<file path="config.mk">
export PLATFORM = sky130hd
export DESIGN_NAME = clock_input_conditioner
export DESIGN_NICKNAME = d
export VERILOG_FILES = /design/src/rtl/clock_input_conditioner.sv
export SDC_FILE = /design/constraint.sdc
export NUM_CORES = 1
export LEC_CHECK = 0
export CAP_MARGIN = 25
export CELL_PAD_IN_SITES_DETAIL_PLACEMENT = 0
export CELL_PAD_IN_SITES_GLOBAL_PLACEMENT = 1
export CORE_MARGIN = 1.5
export CORE_UTILIZATION = 49
export CTS_CLUSTER_DIAMETER = 200
export DETAILED_ROUTE_END_ITERATION = 7
export HOLD_SLACK_MARGIN = 0.03
export PLACE_DENSITY = 0.87
export SYNTH_ARGS = -nofsm -noshare
export SYNTH_HDL_FRONTEND = slang
export SYNTH_SLANG_ARGS = --single-unit
</file>
<file path="constraint.sdc">
create_clock -name clk -period 8.85 [get_ports clk]
set_clock_uncertainty 0.05 [all_clocks]
set_input_delay 2.655 -clock clk [delete_from_list [all_inputs] [get_ports clk]]
set_output_delay 2.655 -clock clk [all_outputs]
set_load 0.05 [all_outputs]
</file>
<file path="src/rtl/clock_input_conditioner.sv">
// Front end of the real-time clock counter: seconds divider, switch synchronisers, button debouncers.
// Define FAST_SET_EN to add hold-to-repeat adjust strobes while in set mode.

module clock_input_conditioner #(
    parameter int CLK_HZ       = 50000000,
    parameter int TICK_HZ      = 1,
    parameter int DEBOUNCE_CYC = 1000000,
    parameter int REPEAT_CYC   = 25000000
) (
    input  logic       clk,
    input  logic       rst,
    input  logic [5:0] btn_n,
    input  logic       stop_sw,
    input  logic       inc_sw,
    output logic       tick_en,
    output logic [5:0] adj,
    output logic       is_stop,
    output logic       is_inc
);

    localparam int DIV   = CLK_HZ / TICK_HZ;
    localparam int DIV_W = (DIV > 1) ? $clog2(DIV) : 1;
    localparam int DB_W  = (DEBOUNCE_CYC > 1) ? $clog2(DEBOUNCE_CYC) : 1;

    localparam logic [DIV_W-1:0] DIV_LAST = DIV_W'(DIV - 1);
    localparam logic [DB_W-1:0]  DB_LAST  = DB_W'(DEBOUNCE_CYC - 1);

    logic [5:0]       btn_s1_q, btn_s1_d;
    logic [5:0]       btn_s2_q, btn_s2_d;
    logic [1:0]       sw_s1_q, sw_s1_d;
    logic [1:0]       sw_s2_q, sw_s2_d;
    logic [1:0]       settle_q, settle_d;
    logic [5:0]       state_q, state_d;
    logic [5:0]       armed_q, armed_d;
    logic [5:0]       press_q, press_d;
    logic [DB_W-1:0]  db_cnt_q [6];
    logic [DB_W-1:0]  db_cnt_d [6];
    logic [DIV_W-1:0] div_q, div_d;
    logic             tick_q, tick_d;
    logic [5:0]       adj_q, adj_d;
    logic [5:0]       flip_press;
    logic [5:0]       rpt_fire;
    logic             stop_s;

    assign stop_s = sw_s2_q[0];

    // Switch bit 0 is stop_sw, bit 1 is inc_sw.
    always_comb begin
        btn_s1_d = btn_n;
        btn_s2_d = btn_s1_q;
        sw_s1_d  = {inc_sw, stop_sw};
        sw_s2_d  = sw_s1_q;
        settle_d = {settle_q[0], 1'b1};
    end

    // state_q bit = 1 means debounced pressed. A button only strobes once it has been
    // seen released after reset, so a button held through reset stays silent until re-pressed.
    // settle_q[1] masks the reset values still sitting in the synchroniser.
    always_comb begin
        state_d    = state_q;
        armed_d    = armed_q;
        flip_press = '0;
        for (int i = 0; i < 6; i++) begin
            db_cnt_d[i] = '0;
            armed_d[i]  = armed_q[i] | (settle_q[1] & btn_s2_q[i]);
            if ((~btn_s2_q[i]) != state_q[i]) begin
                if (db_cnt_q[i] == DB_LAST) begin
                    state_d[i]    = ~btn_s2_q[i];
                    flip_press[i] = ~btn_s2_q[i];
                end else begin
                    db_cnt_d[i] = db_cnt_q[i] + DB_W'(1);
                end
            end
        end
        press_d = armed_q & (flip_press | rpt_fire);
    end

`ifdef FAST_SET_EN
    localparam int REP_W = $clog2(2 * REPEAT_CYC);
    localparam logic [REP_W-1:0] REP_LAST   = REP_W'(2 * REPEAT_CYC - 1);
    localparam logic [REP_W-1:0] REP_RELOAD = REP_W'(REPEAT_CYC);

    logic [REP_W-1:0] rep_cnt_q [6];
    logic [REP_W-1:0] rep_cnt_d [6];

    // Counter starts at the initial press; reloading to REPEAT_CYC after each fire turns
    // the 2*REPEAT_CYC first gap into a REPEAT_CYC steady-state period.
    always_comb begin
        rpt_fire = '0;
        for (int i = 0; i < 6; i++) begin
            rep_cnt_d[i] = '0;
            if (state_q[i] && stop_s) begin
                if (rep_cnt_q[i] == REP_LAST) begin
                    rep_cnt_d[i] = REP_RELOAD;
                    rpt_fire[i]  = 1'b1;
                end else begin
                    rep_cnt_d[i] = rep_cnt_q[i] + REP_W'(1);
                end
            end
        end
    end

    always_ff @(posedge clk or posedge rst) begin
        if (rst) begin
            for (int i = 0; i < 6; i++) begin
                rep_cnt_q[i] <= '0;
            end
        end else begin
            for (int i = 0; i < 6; i++) begin
                rep_cnt_q[i] <= rep_cnt_d[i];
            end
        end
    end
`else
    assign rpt_fire = '0;
`endif

    // Set mode: enable and strobes come from the same registered press vector so the
    // counter sees them in the same cycle. Run mode: presses are dropped, divider ticks.
    always_comb begin
        div_d  = '0;
        tick_d = 1'b0;
        adj_d  = '0;
        if (stop_s) begin
            adj_d  = press_q;
            tick_d = |press_q;
        end else begin
            tick_d = (div_q == DIV_LAST);
            if (div_q != DIV_LAST) begin
                div_d = div_q + DIV_W'(1);
            end
        end
    end

    always_ff @(posedge clk or posedge rst) begin
        if (rst) begin
            btn_s1_q <= '1;
            btn_s2_q <= '1;
            sw_s1_q  <= '0;
            sw_s2_q  <= '0;
            settle_q <= '0;
            state_q  <= '0;
            armed_q  <= '0;
            press_q  <= '0;
            div_q    <= '0;
            tick_q   <= 1'b0;
            adj_q    <= '0;
            for (int i = 0; i < 6; i++) begin
                db_cnt_q[i] <= '0;
            end
        end else begin
            btn_s1_q <= btn_s1_d;
            btn_s2_q <= btn_s2_d;
            sw_s1_q  <= sw_s1_d;
            sw_s2_q  <= sw_s2_d;
            settle_q <= settle_d;
            state_q  <= state_d;
            armed_q  <= armed_d;
            press_q  <= press_d;
            div_q    <= div_d;
            tick_q   <= tick_d;
            adj_q    <= adj_d;
            for (int i = 0; i < 6; i++) begin
                db_cnt_q[i] <= db_cnt_d[i];
            end
        end
    end

    assign tick_en = tick_q;
    assign adj     = adj_q;
    assign is_stop = sw_s2_q[0];
    assign is_inc  = sw_s2_q[1];

endmodule

</file>
* After elaboration in Yosys (flattened, before gate mapping) *
Index checks and enable logic that the tools add are counted.

storage, ports and cells
  output and inout port bits = 9
  word-level logic and storage cells = 97
  bits in registers = 189
  bits of input ports = 10

operators by class
  bitwise gates (word level) = 19
  equality and inequality tests = 14
  muxes and demuxes = 28
  reductions and logical operators = 7
  add/sub/neg operators = 7

operators by type and width
  cell                                            number
  2-to-1 mux 20 bit                               12
  adder 20 x 1 -> 20 bit (second input constant)  6
  equality test 20 bit (second input constant)    6
  2-to-1 mux 26 bit                               2
  adder 26 x 1 -> 26 bit (second input constant)  1
  equality test 26 bit (second input constant)    1
  != test 26 bit (second input constant)          1
  2-to-1 mux 1 bit                                13
  AND reduction 2 bit                             6
  bitwise AND 1 bit                               6
  bitwise AND 6 bit                               1
  2-to-1 mux 6 bit                                1
  != test 1 bit                                   6
  inverter 1 bit                                  6
  bitwise OR 1 bit                                6
  OR reduction 6 bit                              1

* Logic depth before layout (Yosys ltp) *
Gate-level depths: netlist of the first run.

  word-level depth = 4
  depth in mapped cells = 7
  gate-level depth less buffers = 5

* Worst setup path before layout of the first run *
Ideal clock, no wire load.

  path type = register -> output
  from = reg sw_s2_q[0]
  to = out is_stop
  stages on the path, launching flop included = 1
  slack = 5546 ps
  arrival time = 599 ps
  required time = 6145 ps
  buffers on the path = 0
  cell sequence = dfrtp_1

RTL lines
  what                    line  RTL
  start, declared         31    logic [1:0] sw_s2_q, sw_s2_d;
  start signal, assigned  155   sw_s2_q <= sw_s2_d;
  end, declared           17    output logic is_stop,

No word-level cell between the ends.

* Worst setup path in the final report of the first run *
  from = reg sw_s2_q[0]
  to = out is_stop

No word-level cell between the ends.

==> results of run 1 <==
[path summary, 6_finish.rpt]
kind | to | slack, ns | cells past startpoint | start
max in group asynchronous | db_cnt_q[41] | 4.72 | 3 | rst
setup reg to reg | db_cnt_q[47] | 6.31 | 5 | db_cnt_q[56]
min in group asynchronous | db_cnt_q[0] | 2.75 | 2 | rst
hold / removal | settle_q[1] | 0.30 | 0 | settle_q[0]
setup / recovery | is_stop | 4.26 | 1 | sw_s2_q[0]
hold reg to reg | settle_q[1] | 0.30 | 0 | settle_q[0]
[registers in the layout (all words and copies together), names as in the netlist]
| signal | cells |
|---|---|
| db_cnt_q | 120 |
| div_q | 26 |
| adj | 6 |
| armed_q | 6 |
| btn_s1_q | 6 |
| btn_s2_q | 6 |
| press_q | 6 |
| state_q | 6 |
| settle_q | 2 |
| sw_s1_q | 2 |
| sw_s2_q | 2 |
| tick_en | 1 |
[area by class of cell]
type | instances | share of cell area, %
tap | 225 | 2.89
timing repair buffer | 25 | 2.39
clock buffer | 21 | 4.72
clock inverter | 11 | 1.12
inverter | 34 | 1.39
multi-input combinational | 622 | 38.8
sequential | 189 | 48.7
[cell families (layout without fill, tap and decap cells)]
logic type,Yosys count,after routing,share of synthesized area (%)
XOR/XNOR,96,96,9.62
AO/OA/AOI/OAI,97,97,6.54
adder cells (fa/ha/maj),7,7,1.00
multiplexers,5,5,0.572
flip-flops,189,189,54.3
buffers and inverters,59,91,2.75
other,1,1,0.0429
AND/OR/NAND/NOR,416,416,25.2
[cell usage after synthesis, types with 2 or more instances]
master	n	area (um2)
nor3_1	28	140
nand4_1	38	238
and3_1	17	106
or3_1	23	144
or2_2	3	18.8
or4_1	18	135
o31ai_1	20	150
nand4_2	2	25.0
or4b_1	3	30.0
xor2_1	38	333
nor2_1	121	454
dfrtp_1	177	4430
nand3_1	54	270
a31o_2	3	26.3
and4_1	10	87.6
inv_1	34	128
xnor2_1	58	508
mux2i_1	5	50.1
a21o_1	6	45.0
nand4b_1	2	17.5
nand3b_1	2	15.0
clkbuf_1	14	52.6
ha_1	7	87.6
nand2_1	45	169
nor4_1	24	150
nor4b_1	4	35.0
and2_1	12	75.1
dfstp_2	12	315
o21ai_0	24	120
or4b_2	4	40.0
buf_4	2	15.0
a21oi_1	41	205
buf_2	9	45.0
[power groups by stage]
stage	clock network [mW]	logic (mW)	registers (mW)
CTS	0.758	0.0579	0.892
global placement	0	0.0569	0.908
detailed placement	0	0.0574	0.908
global route	0.794	0.0646	0.894
floorplan	0	0.0382	0.906
finish	0.738	0.0556	0.892
[routing by layer]
layer | share of wire, % | GRT usage (%) | vias to the layer above
li1 | - | - | 3122
met2 | 46 | 29.3 | 70
met4 | 1.7 | 7.09 | 0
met1 | 50 | 27.0 | 3035
met3 | 2.3 | 3.33 | 24
met5 | 0 | 0 | -
[per-stage QoR]
stage | worst slack (ns) | total power [mW]
2_1_floorplan | 1.02 | 0.944
3_3_place_gp | 4.19 | 0.965
3_5_place_dp | 4.19 | 0.966
4_1_cts | 4.19 | 1.71
5_1_grt | 4.19 | 1.75
6_report | 4.26 | 1.69
==> key figures, run 1 <==
Cells and area
  • Finished Layout Cells: 1127
  • Fillers: 1521
  • Post-layout util: 56.2%
  • Multi-input logic area: 3780 um2
  • Share of layout cells above drive strength 1: 7.65%
  • Final Cell Area: 9750 um2
  • Commonest cells after routing, fill and taps aside: dfrtp_1 (177), nor2_1 (121), xnor2_1 (58)
  • Commonest non-fill, non-tap cell in the layout: dfrtp_1
  • Area Growth Syn to Fin: 11.5%
  • Final net count: 906
  • Register area: 4740 um2
  • Antenna cell count: 0

Timing
  • Hold_ws: 0.303 ns
  • Crit share post-route: 51.9%
  • TNS Setup: 0 ns
  • Final Setup Violations: 0
  • Slew @ Worst Pin: 0.913 ns
  • Max Transition Viols Final: 0
  • Final Critical Period: 4.59 ns
  • Final hold violations: 0
  • RSZ-0062 raised after global routing: no
  • Fmax: 218 MHz
  • Slew headroom: 39.1%

Synthesis
  • Post-synth EDFFs: 0
  • Sequential share of the synthesized area: 54.3%
  • Fraction of registers with async set or reset after synthesis: 100%
  • Synth cell types: 43
  • Top_reg_cell synth: dfrtp_1
  • Seq cells post-synth: 189
  • Syn_nets: 887
  • Mean post-synth cell area: 10.1 um2
  • Synthesized instance count: 870
  • Synthesized area: 8740 um2
  • YS warnings: 0

Global route
  • Antenna violations before repair: 0
  • Overflow after GRT: 0
  • Global-route wire length before repair: 28700 um
  • GRT Overall Usage: 19.0%
  • Largest net degree at the start of global routing: 137
  • Vias in the first global route: 6101

Floorplan
  • Die area: 18700 um2
  • Die width: 137 um
  • Initial core utilization: 50.4%
  • Core area: 17400 um2
  • # rows: 48
  • # IOs: 19
  • Die Y: 137 um

Clocking
  • PostCTS Resize Cnt: 0
  • TritonCTS clock tree: done
  • Clock Latency Late Sink: 0.43 ns
  • Root Driver: clkbuf_16
  • CTS Sinks: 189
  • Setup Fix Bufs, Post-CTS: 0
  • CTS Hold Bufs: 0
  • Clock Tree Buf Depth: 2
  • H-tree levels: 4
  • CTS clk-pin slew, worst paths: 0.07 ns
  • CTS buffer count: 17

Power
  • Logic pwr share: 3.3%
  • Internal power: 1.30 mW
  • Flop pwr share: 52.9%
  • Max IR drop VDD: 0.140 mV
  • Psw: 0.384 mW
  • Pwr dens: 173 nW/um2
  • Clock power frac: 43.8%
  • Sw Share: 22.8%
  • Leakage: 3.85 nW

Place
  • Placed Cells: 1095
  • DPL Wire Length: 10500 um
  • Placed Area: 9180 um2
  • Final Wtd Congestion: 0.803
  • I/O Buffers: 18

Worst setup path
  • CP Data Arrival Time: 1.88 ns
  • Buf+Inv Stages, Crit Path: 1
  • Max FO, Critical Path: 11
  • Setup CP Type: flip-flop to output pin
  • CP peak stage delay: 0.88 ns
  • Worst Setup Start Kind: flip-flop
  • Top Family by Delay on Critical Path: buffers and inverters
  • Crit-path slowest cell: clkdlybuf4s50_1
  • CP cell instances: clkdlybuf4s50_1
  • CP Data Required Time: 6.15 ns
  • CP Capture Type: output pin

Detailed routing
  • Drt drc: 0
  • DR vias: 6251
  • DRT Pass-1 Iters: 5
  • Via density: 5.55
  • Routed wire per std cell: 14.2 um
  • Post-route ant nets: 0
  • Initial DRC count: 449
  • Final wirelength: 16000 um

Run
  • Max Cap Viol: 0

Min path
  • Worst hold path class: flip-flop to flip-flop

Status
  • Outcome: finished, final reports clean
Note: power is estimated with default switching activity, not from simulation.
==> inputs of run 2 (changes only) <==
--- a/config.mk
+++ b/config.mk
@@ -9,11 +9,11 @@
 export CELL_PAD_IN_SITES_DETAIL_PLACEMENT = 0
 export CELL_PAD_IN_SITES_GLOBAL_PLACEMENT = 1
 export CORE_MARGIN = 1.5
-export CORE_UTILIZATION = 49
+export CORE_UTILIZATION = 45
 export CTS_CLUSTER_DIAMETER = 200
 export DETAILED_ROUTE_END_ITERATION = 7
 export HOLD_SLACK_MARGIN = 0.03
-export PLACE_DENSITY = 0.87
+export PLACE_DENSITY = 0.84
 export SYNTH_ARGS = -nofsm -noshare
 export SYNTH_HDL_FRONTEND = slang
 export SYNTH_SLANG_ARGS = --single-unit
==> constraint.sdc (replaced) <==
create_clock -name clk -period 3.7 [get_ports clk]
set_clock_uncertainty 0.05 [all_clocks]
set_input_delay 1.11 -clock clk [delete_from_list [all_inputs] [get_ports clk]]
set_output_delay 1.11 -clock clk [all_outputs]
set_load 0.05 [all_outputs]
==> run 2 against run 1 <==
Compared with the run above: clock-buffer cell count is 3 lower; critical endpoint unchanged; hold slack worse by 0.00094 ns; global-route usage is 1.5 points lower; clock power grew to 2.7 times the previous value; cell area is 2.1% higher; die area is 8.7% higher; combinational power grew to 2.7 times the previous value; first-iteration DRC count is 38% lower; non-clock buffer count is 5 higher.
==> key figures, run 2 (synthesized netlist as in run 1, its figures left out) <==
Status
  • Outcome: finished, final reports clean

Worst setup path
  • Max FO, Critical Path: 11
  • Crit-path slowest cell: clkdlybuf4s50_1
  • CP Capture Type: output pin
  • Worst r2r dst: db_cnt_q[96]
  • CP peak stage delay: 0.90 ns
  • Setup slack, reg-to-reg: 1.38 ns
  • CP Data Required Time: 2.54 ns
  • Buf+Inv Stages, Crit Path: 1
  • CP Depth: 1
  • CP Data Arrival Time: 1.87 ns
  • R2R depth: 5
  • CP startpoint: sw_s2_q[0]
  • Reg2reg start: db_cnt_q[97]
  • Worst Setup Start Kind: flip-flop
  • Top Family by Delay on Critical Path: buffers and inverters
  • End point of the critical path: is_stop
  • Setup CP Type: flip-flop to output pin
  • CP cell instances: clkdlybuf4s50_1

Global route
  • GR Layer Usage met2: 28.3%
  • Antenna violations before repair: 0
  • GRT Overall Usage: 17.5%
  • Met1 global-route usage: 23.6%
  • Vias in the first global route: 6114
  • Largest net degree at the start of global routing: 36
  • Global-route wire length before repair: 28500 um
  • Overflow after GRT: 0
  • Grt peak-use layer: met2
  • Met3 usage: 3.67%

Timing
  • TNS Setup: 0 ns
  • Slew @ Worst Pin: 0.855 ns
  • Slew headroom: 43.0%
  • Setup WS post-layout: 0.670 ns
  • Final Critical Period: 3.03 ns
  • Fmax: 330 MHz
  • Final Setup Violations: 0
  • Final hold violations: 0
  • Crit share post-route: 81.9%
  • RSZ-0062 raised after global routing: no
  • Max Transition Viols Final: 0

Power
  • Max IR drop VDD: 0.313 mV
  • Pwr dens: 426 nW/um2
  • Leakage: 3.92 nW

Place
  • I/O Buffers: 18
  • DPL Wire Length: 10900 um
  • Final Wtd Congestion: 0.766
  • Placed Area: 9320 um2
  • Dpl ws: 1.11 ns
  • Placed Cells: 1135

Floorplan
  • # IOs: 19
  • Die Y: 142 um
  • Core area: 18900 um2
  • Die area: 20300 um2
  • # rows: 50
  • Initial core utilization: 46.3%
  • Die width: 142 um

Clocking
  • Clock Latency Late Sink: 0.43 ns
  • H-tree levels: 4
  • CTS Hold Bufs: 0
  • Root Driver: clkbuf_16
  • Clock Tree Buf Depth: 2
  • CTS clk-pin slew, worst paths: 0.07 ns
  • TritonCTS clock tree: done
  • Setup Fix Bufs, Post-CTS: 0
  • CTS buffer count: 17
  • PostCTS Resize Cnt: 0
  • CTS Sinks: 189

Detailed routing
  • Initial DRC count: 279
  • DRT Pass-1 Iters: 5
  • Drt drc: 0
  • Final wirelength: 16200 um
  • Via density: 5.39
  • DR vias: 6285
  • Routed wire per std cell: 13.9 um
  • Post-route ant nets: 0

Cells and area
  • Final Cell Area: 9950 um2
  • Max reg flops: 120
  • Largest Register: db_cnt_q
  • Antenna cell count: 0
  • Share of layout cells above drive strength 1: 8.27%
  • Area Growth Syn to Fin: 13.8%
  • Finished Layout Cells: 1167
  • Fillers: 1744
  • Final net count: 911
  • Commonest cells after routing, fill and taps aside: dfrtp_1 (177), nor2_1 (121), xnor2_1 (58)
  • Commonest non-fill, non-tap cell in the layout: dfrtp_1
  • Biggest regs: db_cnt_q (120), div_q (26)

Run
  • Max Cap Viol: 0

Min path
  • Worst hold path class: flip-flop to flip-flop
## run 2: worst min path at each step
stage | from | endpoint | slack [ns] | cells after the start
4_1_cts | settle_q[0] | settle_q[1] | 0.30 | 0
5_1_grt | btn_s1_q[4] | btn_s2_q[4] | 0.32 | 0
2_1_floorplan | settle_q[0] | settle_q[1] | 0.28 | 0
6_report | settle_q[0] | settle_q[1] | 0.30 | 0
3_3_place_gp | settle_q[0] | settle_q[1] | 0.28 | 0
3_5_place_dp | settle_q[0] | settle_q[1] | 0.29 | 0
## run 2: metal layers
metal	routed length [um]	vias to the layer above
met1	7990	3073
met3	416	13
met2	7620	67
li1	-	3132
met5	0	-
met4	186	0
## run 2: stage by stage
stage,hold WS [ns],utilization (%),total power [mW]
3_5_place_dp,0.287,49.3,2.32
5_1_grt,0.315,52.7,4.40
3_3_place_gp,0.283,49.3,2.32
6_report,0.302,52.7,4.24
2_1_floorplan,0.281,-,2.26
4_1_cts,0.304,52.7,4.30
## run 2: area by class of cell
cell class                 count  area (um2)  area share [%]
multi-input combinational    622        3780            38.0
inverter                      34         131            1.32
tap                          260         325            3.27
clock buffer                  18         429            4.31
sequential                   189        4740            47.7
timing repair buffer          30         333            3.34
clock inverter                14         206            2.07
## run 2: power breakdown
part | internal (mW) | switching [mW]
Clock | 1.15 | 0.813
Combinational | 0.0504 | 0.0971
Sequential | 2.10 | 0.0318
==> inputs of run 3 (changes only) <==
--- a/config.mk
+++ b/config.mk
@@ -9,11 +9,11 @@
 export CELL_PAD_IN_SITES_DETAIL_PLACEMENT = 0
 export CELL_PAD_IN_SITES_GLOBAL_PLACEMENT = 1
 export CORE_MARGIN = 1.5
-export CORE_UTILIZATION = 45
+export CORE_UTILIZATION = 49
 export CTS_CLUSTER_DIAMETER = 200
 export DETAILED_ROUTE_END_ITERATION = 7
 export HOLD_SLACK_MARGIN = 0.03
-export PLACE_DENSITY = 0.84
+export PLACE_DENSITY = 0.87
 export SYNTH_ARGS = -nofsm -noshare
 export SYNTH_HDL_FRONTEND = slang
 export SYNTH_SLANG_ARGS = --single-unit
==> constraint.sdc (replaced) <==
create_clock -name clk -period 2.9 [get_ports clk]
set_clock_uncertainty 0.05 [all_clocks]
set_input_delay 0.87 -clock clk [delete_from_list [all_inputs] [get_ports clk]]
set_output_delay 0.87 -clock clk [all_outputs]
set_load 0.05 [all_outputs]
==> run 3 against run 2 <==
Compared with the run above: first-iteration DRC count decreased by 1.1%; die area decreased by 8.0%; register-to-register slack got worse by 0.81 ns; final cell count decreased by 2.4%; cell area decreased by 0.28%; hold slack got worse by 0.0023 ns; combinational power increased by 32%; global-route usage increased by 1.8 points; clock power increased by 19%; via count increased by 0.62%; worst setup slack got worse by 0.30 ns; critical path type unchanged.
==> key figures, run 3 (synthesized netlist as in run 1, its figures left out) <==
Status
  • Outcome: finished, final reports clean

Timing
  • Slew headroom: 56.9%
  • Hold_ws: 0.300 ns
  • Slew @ Worst Pin: 0.643 ns
  • Crit share post-route: 87.1%
  • Fmax: 396 MHz
  • TNS Setup: 0 ns
  • Final Setup Violations: 0
  • Max Transition Viols Final: 0
  • RSZ-0062 raised after global routing: no
  • Final hold violations: 0
  • Final Critical Period: 2.53 ns

Cells and area
  • Multi-input logic area: 3780 um2
  • Biggest regs: db_cnt_q (120), div_q (26)
  • Final Cell Area: 9930 um2
  • Max reg flops: 120
  • Final net count: 918
  • Largest Register: db_cnt_q
  • Area Growth Syn to Fin: 13.5%
  • Post-layout util: 57.2%
  • Commonest cells after routing, fill and taps aside: dfrtp_1 (177), nor2_1 (121), xnor2_1 (58)
  • Register area: 4740 um2
  • Antenna cell count: 0
  • Fillers: 1497
  • Share of layout cells above drive strength 1: 8.75%
  • Commonest non-fill, non-tap cell in the layout: dfrtp_1

Global route
  • Largest net degree at the start of global routing: 64
  • Overflow after GRT: 0
  • Antenna violations before repair: 0
  • Global-route wire length before repair: 28900 um
  • Vias in the first global route: 6190
  • GRT Overall Usage: 19.3%

Clocking
  • CTS Sinks: 189
  • CTS clk-pin slew, worst paths: 0.06 ns
  • Root Driver: clkbuf_16
  • Clock Tree Buf Depth: 2
  • PostCTS Resize Cnt: 0
  • H-tree levels: 4
  • Setup Fix Bufs, Post-CTS: 0
  • CTS Hold Bufs: 0
  • CTS buffer count: 17
  • TritonCTS clock tree: done
  • Clock Latency Late Sink: 0.42 ns

Worst setup path
  • CP Data Arrival Time: 1.61 ns
  • Top Family by Delay on Critical Path: buffers and inverters
  • Buf+Inv Stages, Crit Path: 1
  • Worst Setup Start Kind: flip-flop
  • CP cell instances: clkdlybuf4s50_1
  • CP peak stage delay: 0.81 ns
  • CP Data Required Time: 1.98 ns
  • CP Capture Type: output pin
  • Max FO, Critical Path: 1
  • Setup CP Type: flip-flop to output pin
  • Crit-path slowest cell: clkdlybuf4s50_1

Detailed routing
  • Post-route ant nets: 0
  • Via density: 5.55
  • Drt drc: 0
  • Final wirelength: 16300 um
  • Routed wire per std cell: 14.3 um
  • DR vias: 6324
  • Initial DRC count: 276
  • DRT Pass-1 Iters: 5

Run
  • Max Cap Viol: 0

Floorplan
  • Core area: 17400 um2
  • Die Y: 137 um
  • Die width: 137 um
  • # IOs: 19
  • Die area: 18700 um2
  • Initial core utilization: 50.4%
  • # rows: 48

Power
  • Pwr dens: 529 nW/um2
  • Leakage: 3.95 nW
  • Max IR drop VDD: 0.557 mV
  • Total power: 5.25 mW

Place
  • Placed Area: 9330 um2
  • DPL Wire Length: 11200 um
  • I/O Buffers: 18
  • Final Wtd Congestion: 0.758

Min path
  • Worst hold path class: flip-flop to flip-flop
## run 3: changes by cell type in the layout (fill, tap and decap cells not counted)
cell | before | now
clkbuf_8 | 0 | 4
buf_4 | 7 | 14
clkinv_2 | 0 | 1
clkinvlp_4 | 4 | 2
inv_8 | 1 | 0
bufinv_16 | 4 | 2
inv_6 | 3 | 1
clkbuf_1 | 1 | 3
## run 3: final timing paths
kind                         startpoint            to  slack [ns]  cells past startpoint
min in group asynchronous           rst  db_cnt_q[63]        0.76                      2
min                         settle_q[0]   settle_q[1]        0.30                      0
max reg2reg                db_cnt_q[36]  db_cnt_q[24]        0.57                      5
min reg2reg                 settle_q[0]   settle_q[1]        0.30                      0
max in group asynchronous           rst   btn_s2_q[3]        1.34                      4
max                              adj[5]        adj[5]        0.37                      1
## run 3: final cells by class
| cell class | count | share of cell area (%) |
|---|---|---|
| well taps | 225 | 2.84 |
| clock inverters | 8 | 1.08 |
| multi-input cells | 622 | 38.1 |
| repair buffers | 37 | 3.88 |
| flip-flops and latches | 189 | 47.8 |
| clock buffers | 24 | 4.95 |
| inverters | 34 | 1.32 |
## run 3: worst register-to-register path: stages, from the launching register on
cell     delay, ns
dfrtp_1       0.42
nand3_1       0.13
or4b_2        0.68
o31ai_2       0.56
buf_4         0.30
nor2_1        0.07
## run 3: metal layers
| metal | vias to the layer above | share of wire [%] | global-route usage [%] |
|---|---|---|---|
| li1 | 3138 | - | - |
| met4 | 0 | 1.3 | 5.02 |
| met3 | 15 | 2.5 | 4.22 |
| met5 | - | 0 | 0 |
| met2 | 59 | 46 | 30.6 |
| met1 | 3112 | 50 | 27.1 |
## run 3: where the power goes
part	total [mW]	leakage [nW]	internal [mW]	switching (mW)
logic	0.196	1.12	0.0707	0.125
registers	2.72	2.54	2.68	0.0393
clock network	2.33	0.291	1.37	0.962
total	5.25	3.95	4.12	1.13
## run 3: metrics by stage
stage / worst slack, ns / cells
6_report: 0.373 / 1139
3_5_place_dp: 0.568 / 1107
2_1_floorplan: -0.445 / 870
4_1_cts: 0.353 / 1139
5_1_grt: 0.319 / 1139
3_3_place_gp: 0.635 / 1107
